`config.mk`:
```
export PLATFORM = sky130hd
export DESIGN_NAME = regs_wb_arbiter_flat
export DESIGN_NICKNAME = d
export VERILOG_FILES = /design/src/rtl/regs_wb_pkg.sv /design/src/rtl/regs_wb_arbiter_if.sv /design/src/rtl/wb_ld_fifo.sv /design/src/rtl/regs_wb_arbiter.sv /design/src/flat_wrapper.sv
export SDC_FILE = /design/constraint.sdc
export NUM_CORES = 1
export LEC_CHECK = 0
export ABC_AREA = 1
export BUFFER_PORTS_ARGS = -buffer_cell sky130_fd_sc_hd__buf_2
export CORE_MARGIN = 2
export CORE_UTILIZATION = 54
export CTS_CLUSTER_DIAMETER = 80
export DETAILED_ROUTE_END_ITERATION = 8
export PLACE_DENSITY = 0.86
export SLEW_MARGIN = 20
export SYNTH_ARGS = -nofsm -noshare
export SYNTH_HDL_FRONTEND = slang
export SYNTH_SLANG_ARGS = --single-unit
```
`constraint.sdc`:
```
create_clock -name clk -period 3.35 [get_ports clk]
set_input_delay 0.335 -clock clk [delete_from_list [all_inputs] [get_ports clk]]
set_output_delay 0.335 -clock clk [all_outputs]
set_load 0.02 [all_outputs]
```
`src/rtl/regs_wb_pkg.sv`:
```
// rtl/regs_wb_pkg.sv - shared types and constants for the register-file writeback arbiter
package regs_wb_pkg;

    localparam int REG_ADDR_W = 5;
    localparam int XLEN       = 32;

    typedef struct packed {
        logic                  live;
        logic [REG_ADDR_W-1:0] rd;
        logic [XLEN-1:0]       data;
    } wb_entry_t;

endpackage

```
`src/rtl/regs_wb_arbiter_if.sv`:
```
// rtl/regs_wb_arbiter_if.sv - ALU/load result inputs and register-file write port bundle
interface regs_wb_arbiter_if
    import regs_wb_pkg::*;
#(
    parameter int XLEN = 32
);

    logic                  alu_valid;
    logic [REG_ADDR_W-1:0] alu_rd;
    logic [XLEN-1:0]       alu_data;
    logic                  ld_valid;
    logic                  ld_ready;
    logic [REG_ADDR_W-1:0] ld_rd;
    logic [XLEN-1:0]       ld_data;
    logic                  w_regs_en;
    logic [REG_ADDR_W-1:0] w_regs_addr;
    logic [XLEN-1:0]       w_regs_data;
    logic                  ld_pending;

    modport master (
        output alu_valid, alu_rd, alu_data, ld_valid, ld_rd, ld_data,
        input  ld_ready, w_regs_en, w_regs_addr, w_regs_data, ld_pending
    );

    modport slave (
        input  alu_valid, alu_rd, alu_data, ld_valid, ld_rd, ld_data,
        output ld_ready, w_regs_en, w_regs_addr, w_regs_data, ld_pending
    );

endinterface

```
`src/rtl/wb_ld_fifo.sv`:
```
// rtl/wb_ld_fifo.sv - load-response buffer with per-entry kill by destination register
// Optional trace output under REGS_WB_TRACE_EN.
module wb_ld_fifo
    import regs_wb_pkg::*;
#(
    parameter int DEPTH = 2,
    parameter int XLEN  = 32
) (
    input  logic                  clk,
    input  logic                  rst,
    input  logic                  enq_en,
    input  logic                  enq_live,
    input  logic [REG_ADDR_W-1:0] enq_rd,
    input  logic [XLEN-1:0]       enq_data,
    input  logic                  deq_en,
    input  logic                  kill_en,
    input  logic [REG_ADDR_W-1:0] kill_rd,
    output logic                  head_live,
    output logic [REG_ADDR_W-1:0] head_rd,
    output logic [XLEN-1:0]       head_data,
    output logic                  empty,
    output logic                  full,
    output logic                  any_live
);

    localparam int PTR_W = $clog2(DEPTH);
    localparam int CNT_W = PTR_W + 1;

    logic                  live_q [DEPTH];
    logic [REG_ADDR_W-1:0] rd_q   [DEPTH];
    logic [XLEN-1:0]       data_q [DEPTH];
    logic [PTR_W-1:0]      rptr, wptr;
    logic [CNT_W-1:0]      count;

    // Kill first, then dequeue/enqueue: a fresh enqueue carries its own live bit.
    always_ff @(posedge clk) begin
        if (!rst) begin
            rptr  <= '0;
            wptr  <= '0;
            count <= '0;
            for (int i = 0; i < DEPTH; i++) live_q[i] <= 1'b0;
        end else begin
            for (int i = 0; i < DEPTH; i++) begin
                if (kill_en && rd_q[i] == kill_rd) live_q[i] <= 1'b0;
            end
            if (deq_en) begin
                live_q[rptr] <= 1'b0;
                rptr         <= rptr + 1'b1;
            end
            if (enq_en) begin
                live_q[wptr] <= enq_live;
                rd_q[wptr]   <= enq_rd;
                data_q[wptr] <= enq_data;
                wptr         <= wptr + 1'b1;
            end
            count <= count + CNT_W'(enq_en) - CNT_W'(deq_en);
        end
    end

    always_comb begin
        any_live = 1'b0;
        for (int i = 0; i < DEPTH; i++) any_live = any_live | live_q[i];
    end

    assign head_live = live_q[rptr];
    assign head_rd   = rd_q[rptr];
    assign head_data = data_q[rptr];
    assign empty     = (count == '0);
    assign full      = (count == CNT_W'(DEPTH));

`ifdef REGS_WB_TRACE_EN
    always_ff @(posedge clk) begin
        if (rst && kill_en) begin
            for (int i = 0; i < DEPTH; i++) begin
                if (live_q[i] && rd_q[i] == kill_rd) $display("WB KILL: x%0d", kill_rd);
            end
        end
    end
`endif

endmodule

```
`src/rtl/regs_wb_arbiter.sv`:
```
// rtl/regs_wb_arbiter.sv - merges ALU and load results onto the register-file write port
// Optional trace output under REGS_WB_TRACE_EN.
module regs_wb_arbiter
    import regs_wb_pkg::*;
#(
    parameter int LD_FIFO_DEPTH = 2,
    parameter int XLEN          = 32
) (
    input  logic               clk,
    input  logic               rst,
    regs_wb_arbiter_if.slave   bus
);

    logic                  ld_acc, kill_en, ld_live_in;
    logic                  enq_en, deq_en;
    logic                  head_live, fifo_empty, fifo_full, any_live;
    logic [REG_ADDR_W-1:0] head_rd;
    logic [XLEN-1:0]       head_data;
    logic                  wr_en_d;
    logic [REG_ADDR_W-1:0] wr_addr_d;
    logic [XLEN-1:0]       wr_data_d;

    assign bus.ld_ready   = !fifo_full;
    assign bus.ld_pending = any_live;
    assign ld_acc         = bus.ld_valid && !fifo_full;
    assign kill_en        = bus.alu_valid && (bus.alu_rd != '0);
    // A same-cycle ALU write to the same register is younger, so the load arrives dead.
    assign ld_live_in     = (bus.ld_rd != '0) && !(kill_en && bus.ld_rd == bus.alu_rd);

    always_comb begin
        enq_en    = 1'b0;
        deq_en    = 1'b0;
        wr_en_d   = 1'b0;
        wr_addr_d = '0;
        wr_data_d = '0;
        if (bus.alu_valid) begin
            wr_en_d   = (bus.alu_rd != '0);
            wr_addr_d = bus.alu_rd;
            wr_data_d = bus.alu_data;
            enq_en    = ld_acc;
        end else if (!fifo_empty) begin
            deq_en    = 1'b1;
            wr_en_d   = head_live;
            wr_addr_d = head_rd;
            wr_data_d = head_data;
            enq_en    = ld_acc;
        end else if (ld_acc) begin
            wr_en_d   = (bus.ld_rd != '0);
            wr_addr_d = bus.ld_rd;
            wr_data_d = bus.ld_data;
        end
    end

    wb_ld_fifo #(
        .DEPTH (LD_FIFO_DEPTH),
        .XLEN  (XLEN)
    ) u_ld_fifo (
        .clk       (clk),
        .rst       (rst),
        .enq_en    (enq_en),
        .enq_live  (ld_live_in),
        .enq_rd    (bus.ld_rd),
        .enq_data  (bus.ld_data),
        .deq_en    (deq_en),
        .kill_en   (kill_en),
        .kill_rd   (bus.alu_rd),
        .head_live (head_live),
        .head_rd   (head_rd),
        .head_data (head_data),
        .empty     (fifo_empty),
        .full      (fifo_full),
        .any_live  (any_live)
    );

    always_ff @(posedge clk) begin
        if (!rst) begin
            bus.w_regs_en   <= 1'b0;
            bus.w_regs_addr <= '0;
            bus.w_regs_data <= '0;
        end else begin
            bus.w_regs_en   <= wr_en_d;
            bus.w_regs_addr <= wr_addr_d;
            bus.w_regs_data <= wr_data_d;
        end
    end

`ifdef REGS_WB_TRACE_EN
    logic src_alu;

    always_ff @(posedge clk) begin
        if (!rst) src_alu <= 1'b0;
        else      src_alu <= bus.alu_valid;
    end

    always_ff @(posedge clk) begin
        if (rst && bus.w_regs_en)
            $display("WB WRITE: x%0d = %h (src=%s)", bus.w_regs_addr, bus.w_regs_data,
                     src_alu ? "ALU" : "LD");
        if (rst && kill_en && ld_acc && bus.ld_rd == bus.alu_rd)
            $display("WB KILL: x%0d", bus.alu_rd);
    end
`endif

endmodule

```
`src/flat_wrapper.sv`:
```
// flat-port wrapper written by rule: the top's interface ports become plain ports
module regs_wb_arbiter_flat import regs_wb_pkg::*;
#(
    parameter int LD_FIFO_DEPTH = 2,
    parameter int XLEN          = 32
)
  (clk, rst, bus_alu_valid, bus_alu_rd, bus_alu_data, bus_ld_valid, bus_ld_rd, bus_ld_data, bus_ld_ready, bus_w_regs_en, bus_w_regs_addr, bus_w_regs_data, bus_ld_pending);
  regs_wb_arbiter_if #(.XLEN(XLEN)) bus_i ();
  input  logic clk;
  input  logic rst;
  input wire logic [$bits(bus_i.alu_valid)-1:0] bus_alu_valid;
  input wire logic [$bits(bus_i.alu_rd)-1:0] bus_alu_rd;
  input wire logic [$bits(bus_i.alu_data)-1:0] bus_alu_data;
  input wire logic [$bits(bus_i.ld_valid)-1:0] bus_ld_valid;
  input wire logic [$bits(bus_i.ld_rd)-1:0] bus_ld_rd;
  input wire logic [$bits(bus_i.ld_data)-1:0] bus_ld_data;
  output wire logic [$bits(bus_i.ld_ready)-1:0] bus_ld_ready;
  output wire logic [$bits(bus_i.w_regs_en)-1:0] bus_w_regs_en;
  output wire logic [$bits(bus_i.w_regs_addr)-1:0] bus_w_regs_addr;
  output wire logic [$bits(bus_i.w_regs_data)-1:0] bus_w_regs_data;
  output wire logic [$bits(bus_i.ld_pending)-1:0] bus_ld_pending;
  assign bus_i.alu_valid = bus_alu_valid;
  assign bus_i.alu_rd = bus_alu_rd;
  assign bus_i.alu_data = bus_alu_data;
  assign bus_i.ld_valid = bus_ld_valid;
  assign bus_i.ld_rd = bus_ld_rd;
  assign bus_i.ld_data = bus_ld_data;
  assign bus_ld_ready = bus_i.ld_ready;
  assign bus_w_regs_en = bus_i.w_regs_en;
  assign bus_w_regs_addr = bus_i.w_regs_addr;
  assign bus_w_regs_data = bus_i.w_regs_data;
  assign bus_ld_pending = bus_i.ld_pending;
  regs_wb_arbiter #(.LD_FIFO_DEPTH(LD_FIFO_DEPTH), .XLEN(XLEN)) u_core (.clk(clk), .rst(rst), .bus(bus_i));
endmodule
```
==> impl_metrics.json, run 1 <==
{
  "status": "complete, no violations",
  "cts.sinks": 119,
  "multiInputGateArea_mm2": 0.00146,
  "peakVddDrop_mv": 0.522,
  "grt_pass1_wl_mm": 18.6,
  "period_needed_ps": 1990,
  "cts_tree": "done",
  "wl_mm": 11.6,
  "slowest_delay_ps": 500,
  "power_density_mw_per_mm2": 712,
  "endpoint": "u_core.u_ld_fifo.rd_q[1][4]$_DFFE_PP_",
  "synth-edff-count": 76,
  "tns_ps": 0,
  "grt_use_total_pct": 23.7,
  "worstPathMaxFanout": 21,
  "worstSkewPairLatency_ps": 500,
  "tightestPinTransition_ps": 663,
  "ctsHoldBuffers": 0,
  "synth_async_sr_flop_share_pct": 0,
  "rows": 35,
  "avgSynthCellArea_um2": 9.10,
  "num_vias": 4063,
  "period_share_pct": 59.4,
  "cts_made_buffers": 17,
  "cts-root-buf": "clkbuf_8",
  "ys_seq_elements": 119,
  "worstHoldPathType": "in -> reg",
  "instances_no_fill": 798,
  "rsz0062_at_grt": "false",
  "yosys_most_used_dff": "edfxtp_1",
  "reg2reg_slack_ps": 1360,
  "syn_inst": 559,
  "ys_seq_area_share_pct": 61.8,
  "route.met2.wl_mm": 6.12,
  "cts-resized-gates": 0,
  "synth_area_leaders": "edfxtp_1 (45%), dfxtp_1 (17%), nand2_1 (14%)",
  "r2r_start": "u_core.u_ld_fifo.count[1]$_SDFF_PN0_",
  "fp.dieW_um": 101,
  "synth_largest_area_cell": "edfxtp_1",
  "layout.nets": 754,
  "htree_levels": 4,
  "syn_area_mm2": 0.00508,
  "antenna_found_initial": 0,
  "clock_skew_ps": 8.67,
  "ys_types": 26,
  "synth_nets": 639,
  "via_per_inst": 5.09,
  "met1_length_mm": 4.49,
  "cp-start-kind": "register",
  "placedCellCount": 766,
  "reg2regPathDepth": 5,
  "setup.worst_path.start": "u_core.u_ld_fifo.count[1]$_SDFF_PN0_",
  "yosys.area.top_type_share_pct": 44.9,
  "die_h_um": 101,
  "drtPass1Iterations": 6,
  "hold_viol": 0,
  "ant_nets": 0,
  "endpoint_kind": "register",
  "clockBufferDepth": 2,
  "final_util_pct": 68.1,
  "drv_slew": 0,
  "port_buffers": 117,
  "path_cells": "nor2_4 > nand2_1 > nand3_1 > nor2_4 > buf_4",
  "slew_headroom_pct": 55.8,
  "setup_violations": 0,
  "yosys_warnings": 0,
  "cpMostUsedCell": "nor2_4",
  "p_leak_nw": 3.03,
  "holdWs_ps": 37.1,
  "postCtsSetupRepairBufs": 0,
  "clkSlewWorstSetupHoldPaths_ps": 60,
  "coreArea_mm2": 0.00920,
  "start_util_pct": 55.3,
  "crit_slowest_cell": "nor2_4",
  "required_ps": 3520,
  "drive_gt1_share_pct": 23.7,
  "r2r-end": "u_core.u_ld_fifo.rd_q[1][4]$_DFFE_PP_",
  "grt_max_degree": 77,
  "cap_viol_max_count": 0,
  "grt_pass1_vias": 3994,
  "fillers": 664,
  "seqCellArea_mm2": 0.00315,
  "num_io_pins": 118,
  "die_area_mm2": 0.0102,
  "critical_path_class": "reg -> reg",
  "hpwl_mm": 7.48,
  "drc": 0,
  "area_delta_synth_final_pct": 23.2,
  "fmax_mhz": 503,
  "grt_overflow": 0,
  "routabilityCongestion": 0.812,
  "wl_per_cell_um": 14.5,
  "wl_met3_um": 686,
  "drt_iter0_drc": 255,
  "highest_layer": "met4",
  "antenna_cells": 0,
  "crit_arrival_ps": 2160
}
[cell usage in the layout (no fill, tap or decap), drive strengths merged]
cell / netlist / layout
nand2: 196 / 196
buf: 18 / 123
inv: 89 / 90
edfxtp: 76 / 76
dfxtp: 43 / 43
o21ai: 42 / 42
nand3: 40 / 40
clkbuf: 9 / 20
nor2: 14 / 14
xor2: 11 / 11
clkinv: 1 / 7
a21oi: 6 / 6
clkinvlp: 0 / 4
xnor2: 3 / 3
o211ai: 3 / 3
nor3: 2 / 2
a31oi: 2 / 2
ha: 2 / 2
or2: 1 / 1
nand4: 1 / 1
bufinv: 0 / 1
[registers in the layout, indices dropped and copies added (netlist names), named ones only]
register	cells
u_core.u_ld_fifo.count	2
u_core.bus.w_regs_en	1
u_core.bus.w_regs_data	32
u_core.u_ld_fifo.rptr	1
u_core.bus.w_regs_addr	5
u_core.u_ld_fifo.live_q	2
u_core.u_ld_fifo.data_q	64
u_core.u_ld_fifo.rd_q	10
u_core.u_ld_fifo.wptr	1
[layout make-up]
| type | instances | share of cell area (%) |
|---|---|---|
| clock buffers | 20 | 7.11 |
| clock inverters | 12 | 1.64 |
| inverters | 90 | 5.41 |
| multi-input cells | 323 | 23.3 |
| flip-flops and latches | 119 | 50.2 |
| well taps | 111 | 2.22 |
| repair buffers | 123 | 10.1 |
[critical path: cells and delay by family (launching register included)]
kind,cells,cell delay [ps]
AND/OR/NAND/NOR,4,850
flip-flops,1,410
buffers and inverters,1,400
[power breakdown]
part | switching [mW] | leakage, nW | total (mW) | internal (mW)
clock | 0.631 | 0.263 | 1.65 | 1.02
sequential | 0.133 | 1.05 | 1.90 | 1.77
combinational | 0.602 | 1.72 | 0.913 | 0.312
total | 1.37 | 3.03 | 4.46 | 3.09
[synthesized netlist by cell type (3+ instances only)]
cell type / count
nand2_1: 196
buf_6: 4
inv_1: 87
nor2_1: 12
xnor2_1: 3
clkbuf_1: 9
dfxtp_1: 43
xor2_1: 11
nand3_1: 39
buf_2: 11
o211ai_1: 3
a21oi_1: 6
edfxtp_1: 76
o21ai_0: 41
[per-layer routing]
metal / vias to the layer above / global-route usage [%]
li1: 1988 / -
met4: 0 / 9.15
met1: 1880 / 27.1
met3: 27 / 5.62
met5: - / 0
met2: 168 / 42.6
[kinds of logic after synthesis]
family,after synthesis,synth area share (%)
AO/OA/AOI/OAI,53,5.41
AND/OR/NAND/NOR,254,20.3
adder cells (fa/ha/maj),2,0.492
flip-flops,119,61.8
buffers and inverters,117,9.60
XOR/XNOR,14,2.41
[through the flow]
| step | setup WS, ps | instance area, µm² | power, mW |
|---|---|---|---|
| after floorplan | 393 | 5080 | 2.55 |
| after global placement | 1080 | 5710 | 2.78 |
| after detailed placement | 1010 | 5710 | 2.82 |
| after CTS | 1350 | 6260 | 4.47 |
| after global routing | 1190 | 6260 | 4.68 |
| final | 1360 | 6260 | 4.46 |
[worst min path at each step]
stage | cells past startpoint | startpoint | endpoint | slack (ps)
after floorplan | 0 | bus_ld_data[0] | u_core.u_ld_fifo.data_q[0][0]$_DFFE_PP_ | 430
after global placement | 2 | u_core.u_ld_fifo.rptr$_SDFFE_PN0P_ | register | 470
after detailed placement | 2 | u_core.u_ld_fifo.wptr$_SDFFE_PN0N_ | u_core.u_ld_fifo.wptr$_SDFFE_PN0N_ | 490
after CTS | 1 | bus_ld_data[24] | u_core.u_ld_fifo.data_q[1][24]$_DFFE_PP_ | 20
after global routing | 1 | bus_ld_data[28] | u_core.u_ld_fifo.data_q[1][28]$_DFFE_PP_ | 20
final | 1 | bus_ld_data[28] | u_core.u_ld_fifo.data_q[1][28]$_DFFE_PP_ | 40
Power figures use the tool's default switching activity.
==> run 2: changes to the inputs <==
==> constraint.sdc (replaced) <==
create_clock -name clk -period 2 [get_ports clk]
set_input_delay 0.2 -clock clk [delete_from_list [all_inputs] [get_ports clk]]
set_output_delay 0.2 -clock clk [all_outputs]
set_load 0.02 [all_outputs]
==> impl_metrics.json, run 2 (synthesized netlist as in run 1, its figures left out) <==
{
  "cts-root-buf": "clkbuf_8",
  "wl_mm": 12.6,
  "htree_levels": 4,
  "top_register": "u_core.u_ld_fifo.data_q",
  "rows": 35,
  "die_h_um": 101,
  "largest_reg_flops": 64,
  "status": "complete, no violations",
  "antenna_found_initial": 0,
  "period_needed_ps": 1810,
  "reg2reg_slack_ps": 190,
  "wl_per_cell_um": 14.6,
  "post-route-cell-area_mm2": 0.00697,
  "tns_ps": 0,
  "critical_path_class": "reg -> reg",
  "routabilityCongestion": 0.845,
  "largest_registers": "u_core.u_ld_fifo.data_q x64, u_core.bus.w_regs_data x32, u_core.u_ld_fifo.rd_q x10",
  "endpoint_kind": "register",
  "start_util_pct": 55.3,
  "ant_nets": 0,
  "worstPathMaxFanout": 5,
  "instances_no_fill": 863,
  "peakVddDrop_mv": 0.646,
  "drc": 0,
  "period_share_pct": 90.6,
  "cap_viol_max_count": 0,
  "multiInputGateArea_mm2": 0.00146,
  "fillers": 570,
  "power_mw": 7.83,
  "setup_violations": 0,
  "clockBufferDepth": 2,
  "clkSlewWorstSetupHoldPaths_ps": 60,
  "drtPass1Iterations": 5,
  "worstSkewPairLatency_ps": 510,
  "worstHoldPathType": "in -> reg",
  "num_vias": 4360,
  "grt_max_degree": 63,
  "num_io_pins": 118,
  "layout.nets": 819,
  "layout_commonest_cell": "nand2_1",
  "layout_common_cells": "nand2_1 (196), buf_2 (117), inv_1 (86)",
  "coreArea_mm2": 0.00920,
  "grt_pass1_vias": 4377,
  "cp-start-kind": "register",
  "via_per_inst": 5.05,
  "drive_gt1_share_pct": 22.5,
  "seqCellArea_mm2": 0.00315,
  "port_buffers": 117,
  "placedCellCount": 770,
  "fp.dieW_um": 101,
  "drt_iter0_drc": 301,
  "tightestPinTransition_ps": 515,
  "p_leak_nw": 3.32,
  "hpwl_mm": 7.20,
  "cts_tree": "done",
  "area_delta_synth_final_pct": 37.0,
  "crit_arrival_ps": 2250,
  "grt_use_total_pct": 25.8,
  "drv_slew": 0,
  "dpl-instance-area_mm2": 0.00577,
  "hold_viol": 0,
  "cts_made_buffers": 17,
  "die_area_mm2": 0.0102,
  "required_ps": 2440,
  "grt_overflow": 0,
  "cts.sinks": 119,
  "clock_skew_ps": 7.93,
  "power_density_mw_per_mm2": 1120,
  "antenna_cells": 0,
  "fmax_mhz": 552,
  "slew_headroom_pct": 65.6,
  "grt_pass1_wl_mm": 19.9
}
## run 2: changes by cell type in the layout (fill, tap and decap cells not counted), sizes merged
cell,previous run,this run
clkinv,7,6
clkinvlp,4,5
dlygate4sd3,0,61
buf,123,127
inv,90,89
bufinv,1,2
## run 2: area by class of cell
cell class | instances | share of cell area (%)
inverter | 90 | 4.92
multi-input combinational | 323 | 21.0
clock inverter | 12 | 1.78
sequential | 119 | 45.2
clock buffer | 20 | 6.56
tap | 111 | 1.99
timing repair buffer | 188 | 18.6
## run 2: per-stage QoR
step / setup WS, ps / util [%] / hold WS, ps
2_1_floorplan: 70.9 / - / 299
3_3_place_gp: 313 / 62.8 / 405
3_5_place_dp: 228 / 62.8 / 410
4_1_cts: 185 / 75.7 / 1.14
5_1_grt: -20.0 / 75.7 / 20.2
6_report: 188 / 75.7 / 4.97
## run 2: path summary, 6_finish.rpt
path                                                               to                                  from  cells after the start
worst max-delay path             u_core.u_ld_fifo.count[1]$_SDFF_PN0_  u_core.u_ld_fifo.count[0]$_SDFF_PN0_                      9
worst min-delay path            u_core.bus.w_regs_data[29]$_SDFF_PN0_                      bus_alu_data[29]                      5
worst max register to register   u_core.u_ld_fifo.count[1]$_SDFF_PN0_  u_core.u_ld_fifo.count[0]$_SDFF_PN0_                      9
worst min register to register     u_core.u_ld_fifo.wptr$_SDFFE_PN0N_    u_core.u_ld_fifo.wptr$_SDFFE_PN0N_                      2
## run 2: what timing repair did
action                                  CTS  global route
endpoints found under the setup margin    0             1
hold buffers                             61             0
gates resized for setup                   0             1
hold endpoints to repair                100             0
buffers inserted                          0             0
## run 2: critical path: stages, from the launching register on
cell and delay (ps):
dfxtp_1 390, nor2_4 80, nand2_1 80, nand3_1 190, ha_1 340, inv_1 40
ha_1 200, xnor2_1 180, o21ai_0 100, a21oi_1 140
## run 2: per-layer routing
layer	up-vias	global-route usage [%]	wire length [µm]
met1	1981	28.1	4800
met5	-	0	0
met2	226	46.2	6570
li1	2119	-	-
met4	0	12.8	347
met3	34	6.59	849
## run 2: report_power, final
| part | switching, mW | total, mW | internal, mW | leakage (nW) |
|---|---|---|---|---|
| Clock | 1.08 | 2.95 | 1.87 | 0.278 |
| Sequential | 0.139 | 3.10 | 2.96 | 1.05 |
| Combinational | 1.14 | 1.78 | 0.644 | 1.99 |
==> run 3: changes to the inputs <==
--- a/config.mk
+++ b/config.mk
@@ -7,7 +7,6 @@
 export LEC_CHECK = 0
 export ABC_AREA = 1
 export BUFFER_PORTS_ARGS = -buffer_cell sky130_fd_sc_hd__buf_2
-export CORE_MARGIN = 2
 export CORE_UTILIZATION = 54
 export CTS_CLUSTER_DIAMETER = 80
 export DETAILED_ROUTE_END_ITERATION = 8
==> impl_metrics.json, run 3 (synthesized netlist as in run 1, its figures left out) <==
{
  "status": "finished, violations left",
  "violations": "DRC",
  "clockPowerShare_pct": 38.9,
  "postCtsSetupRepairBufs": 0,
  "hpwl_mm": 7.32,
  "period_needed_ps": 1850,
  "required_ps": 2410,
  "power_mw": 7.98,
  "antenna_found_initial": 0,
  "die_h_um": 99.0,
  "rsz0062_at_grt": "false",
  "fp.dieW_um": 99.0,
  "layout_commonest_cell": "nand2_1",
  "grt_overflow": 0,
  "seqCellArea_mm2": 0.00314,
  "setup_violations": 0,
  "tns_ps": 0,
  "clock_skew_ps": 12.8,
  "grt_max_degree": 51,
  "worstPathMaxFanout": 4,
  "num_io_pins": 118,
  "worst_slack_ps": 148,
  "cts-root-buf": "clkbuf_8",
  "hold_viol": 0,
  "clkSlewWorstSetupHoldPaths_ps": 60,
  "clockBufferDepth": 2,
  "htree_levels": 4,
  "crit_arrival_ps": 2260,
  "area_delta_synth_final_pct": 37.2,
  "cap_viol_max_count": 0,
  "peakVddDrop_mv": 0.718,
  "switching_share_pct": 29.9,
  "grt_pass1_vias": 4404,
  "via_per_inst": 5.10,
  "wl_per_cell_um": 15.1,
  "cts.sinks": 119,
  "p_seq_share_pct": 38.5,
  "grt_pass1_wl_mm": 20.5,
  "place_ws_ps": 232,
  "top_register": "u_core.u_ld_fifo.data_q",
  "wl_mm": 13.1,
  "cts_made_buffers": 17,
  "layout.nets": 819,
  "endpoint_kind": "register",
  "tightestPinTransition_ps": 544,
  "critical_path_class": "reg -> reg",
  "worstHoldPathType": "in -> reg",
  "grt_use_total_pct": 27.9,
  "antenna_cells": 0,
  "period_share_pct": 92.6,
  "cts-resized-gates": 0,
  "die_area_mm2": 0.00981,
  "start_util_pct": 55.3,
  "cp-start-kind": "register",
  "drive_gt1_share_pct": 22.3,
  "slew_headroom_pct": 63.7,
  "port_buffers": 117,
  "power_density_mw_per_mm2": 1140,
  "drtPass1Iterations": 9,
  "largest_registers": "u_core.u_ld_fifo.data_q x64, u_core.bus.w_regs_data x32, u_core.u_ld_fifo.rd_q x10",
  "p_leak_nw": 3.33,
  "fmax_mhz": 540,
  "worstSkewPairLatency_ps": 520,
  "coreArea_mm2": 0.00920,
  "internal_power_mw": 5.59,
  "holdWs_ps": 1.06,
  "multiInputGateArea_mm2": 0.00146,
  "layout_common_cells": "nand2_1 (196), buf_2 (117), inv_1 (86)",
  "largest_reg_flops": 64,
  "drt_iter0_drc": 331,
  "routabilityCongestion": 0.879,
  "p_comb_share_pct": 22.5,
  "drc": 2,
  "final_util_pct": 75.8,
  "ant_nets": 0,
  "rows": 35,
  "switchingPower_mw": 2.39,
  "num_vias": 4397,
  "fillers": 557,
  "drv_slew": 0,
  "cts_tree": "done"
}
## run 3: changes by cell type in the layout (fill, tap and decap cells not counted)
| cell | change |
|---|---|
| clkinvlp_4 | -1 |
| clkbuf_1 | +1 |
| buf_4 | +2 |
| bufinv_16 | +1 |
| dlygate4sd3_1 | -1 |
| clkinv_4 | +1 |
| dfxtp_1 | +1 |
| buf_12 | -1 |
| clkinv_2 | -2 |
| dfxtp_2 | -1 |
## run 3: final timing paths
path | startpoint | endpoint | slack (ps) | depth (start not counted)
worst max-delay path | u_core.u_ld_fifo.count[0]$_SDFF_PN0_ | u_core.u_ld_fifo.count[1]$_SDFF_PN0_ | 150 | 9
worst max register to register | u_core.u_ld_fifo.count[0]$_SDFF_PN0_ | u_core.u_ld_fifo.count[1]$_SDFF_PN0_ | 150 | 9
worst min register to register | u_core.u_ld_fifo.wptr$_SDFFE_PN0N_ | u_core.u_ld_fifo.wptr$_SDFFE_PN0N_ | 510 | 2
worst min-delay path | bus_alu_data[25] | u_core.bus.w_regs_data[25]$_SDFF_PN0_ | 1 | 5
## run 3: final cells by class
cell class	count	share of cell area (%)
Timing Repair Buffer	188	18.4
Tap cell	111	1.99
Clock buffer	21	6.60
Sequential cell	119	45.1
Clock inverter	11	2.08
Multi-Input combinational cell	323	21.0
Inverter	90	4.92
## run 3: power by group through the flow
| stage | Combinational (mW) | Clock (mW) | Sequential (mW) |
|---|---|---|---|
| 6_report | 1.80 | 3.11 | 3.07 |
| 2_1_floorplan | 1.03 | 0 | 3.26 |
| 3_3_place_gp | 1.58 | 0 | 3.10 |
| 5_1_grt | 1.97 | 3.23 | 3.10 |
| 4_1_cts | 1.77 | 3.09 | 3.07 |
| 3_5_place_dp | 1.65 | 0 | 3.11 |
## run 3: critical path, stage by stage (launching register included)
cell and delay, ps:
dfxtp_1 410, inv_1 60, nand2_1 80, nand3_1 210, ha_1 360, inv_1 40
ha_1 200, xnor2_1 140, o21ai_0 180, a21oi_1 60
## run 3: what timing repair did
action	in CTS	in global routing
endpoints found under the hold margin	98	0
setup endpoints to repair	0	0
hold buffers	60	0
## run 3: layer usage
metal	up-vias	wire, µm	part of all wire [%]	GRT usage [%]
met3	39	972	7.4	7.59
met2	222	6780	52	50.2
met1	2011	4920	38	30.3
met4	0	373	2.9	13.9
met5	-	0	0	0
li1	2125	-	-	-
## run 3: through the flow
stage	cell area, µm²	std cells
final	6970	863
after global routing	6970	863
after CTS	6970	863
after detailed placement	5770	771
after global placement	5770	771
after floorplan	5100	559
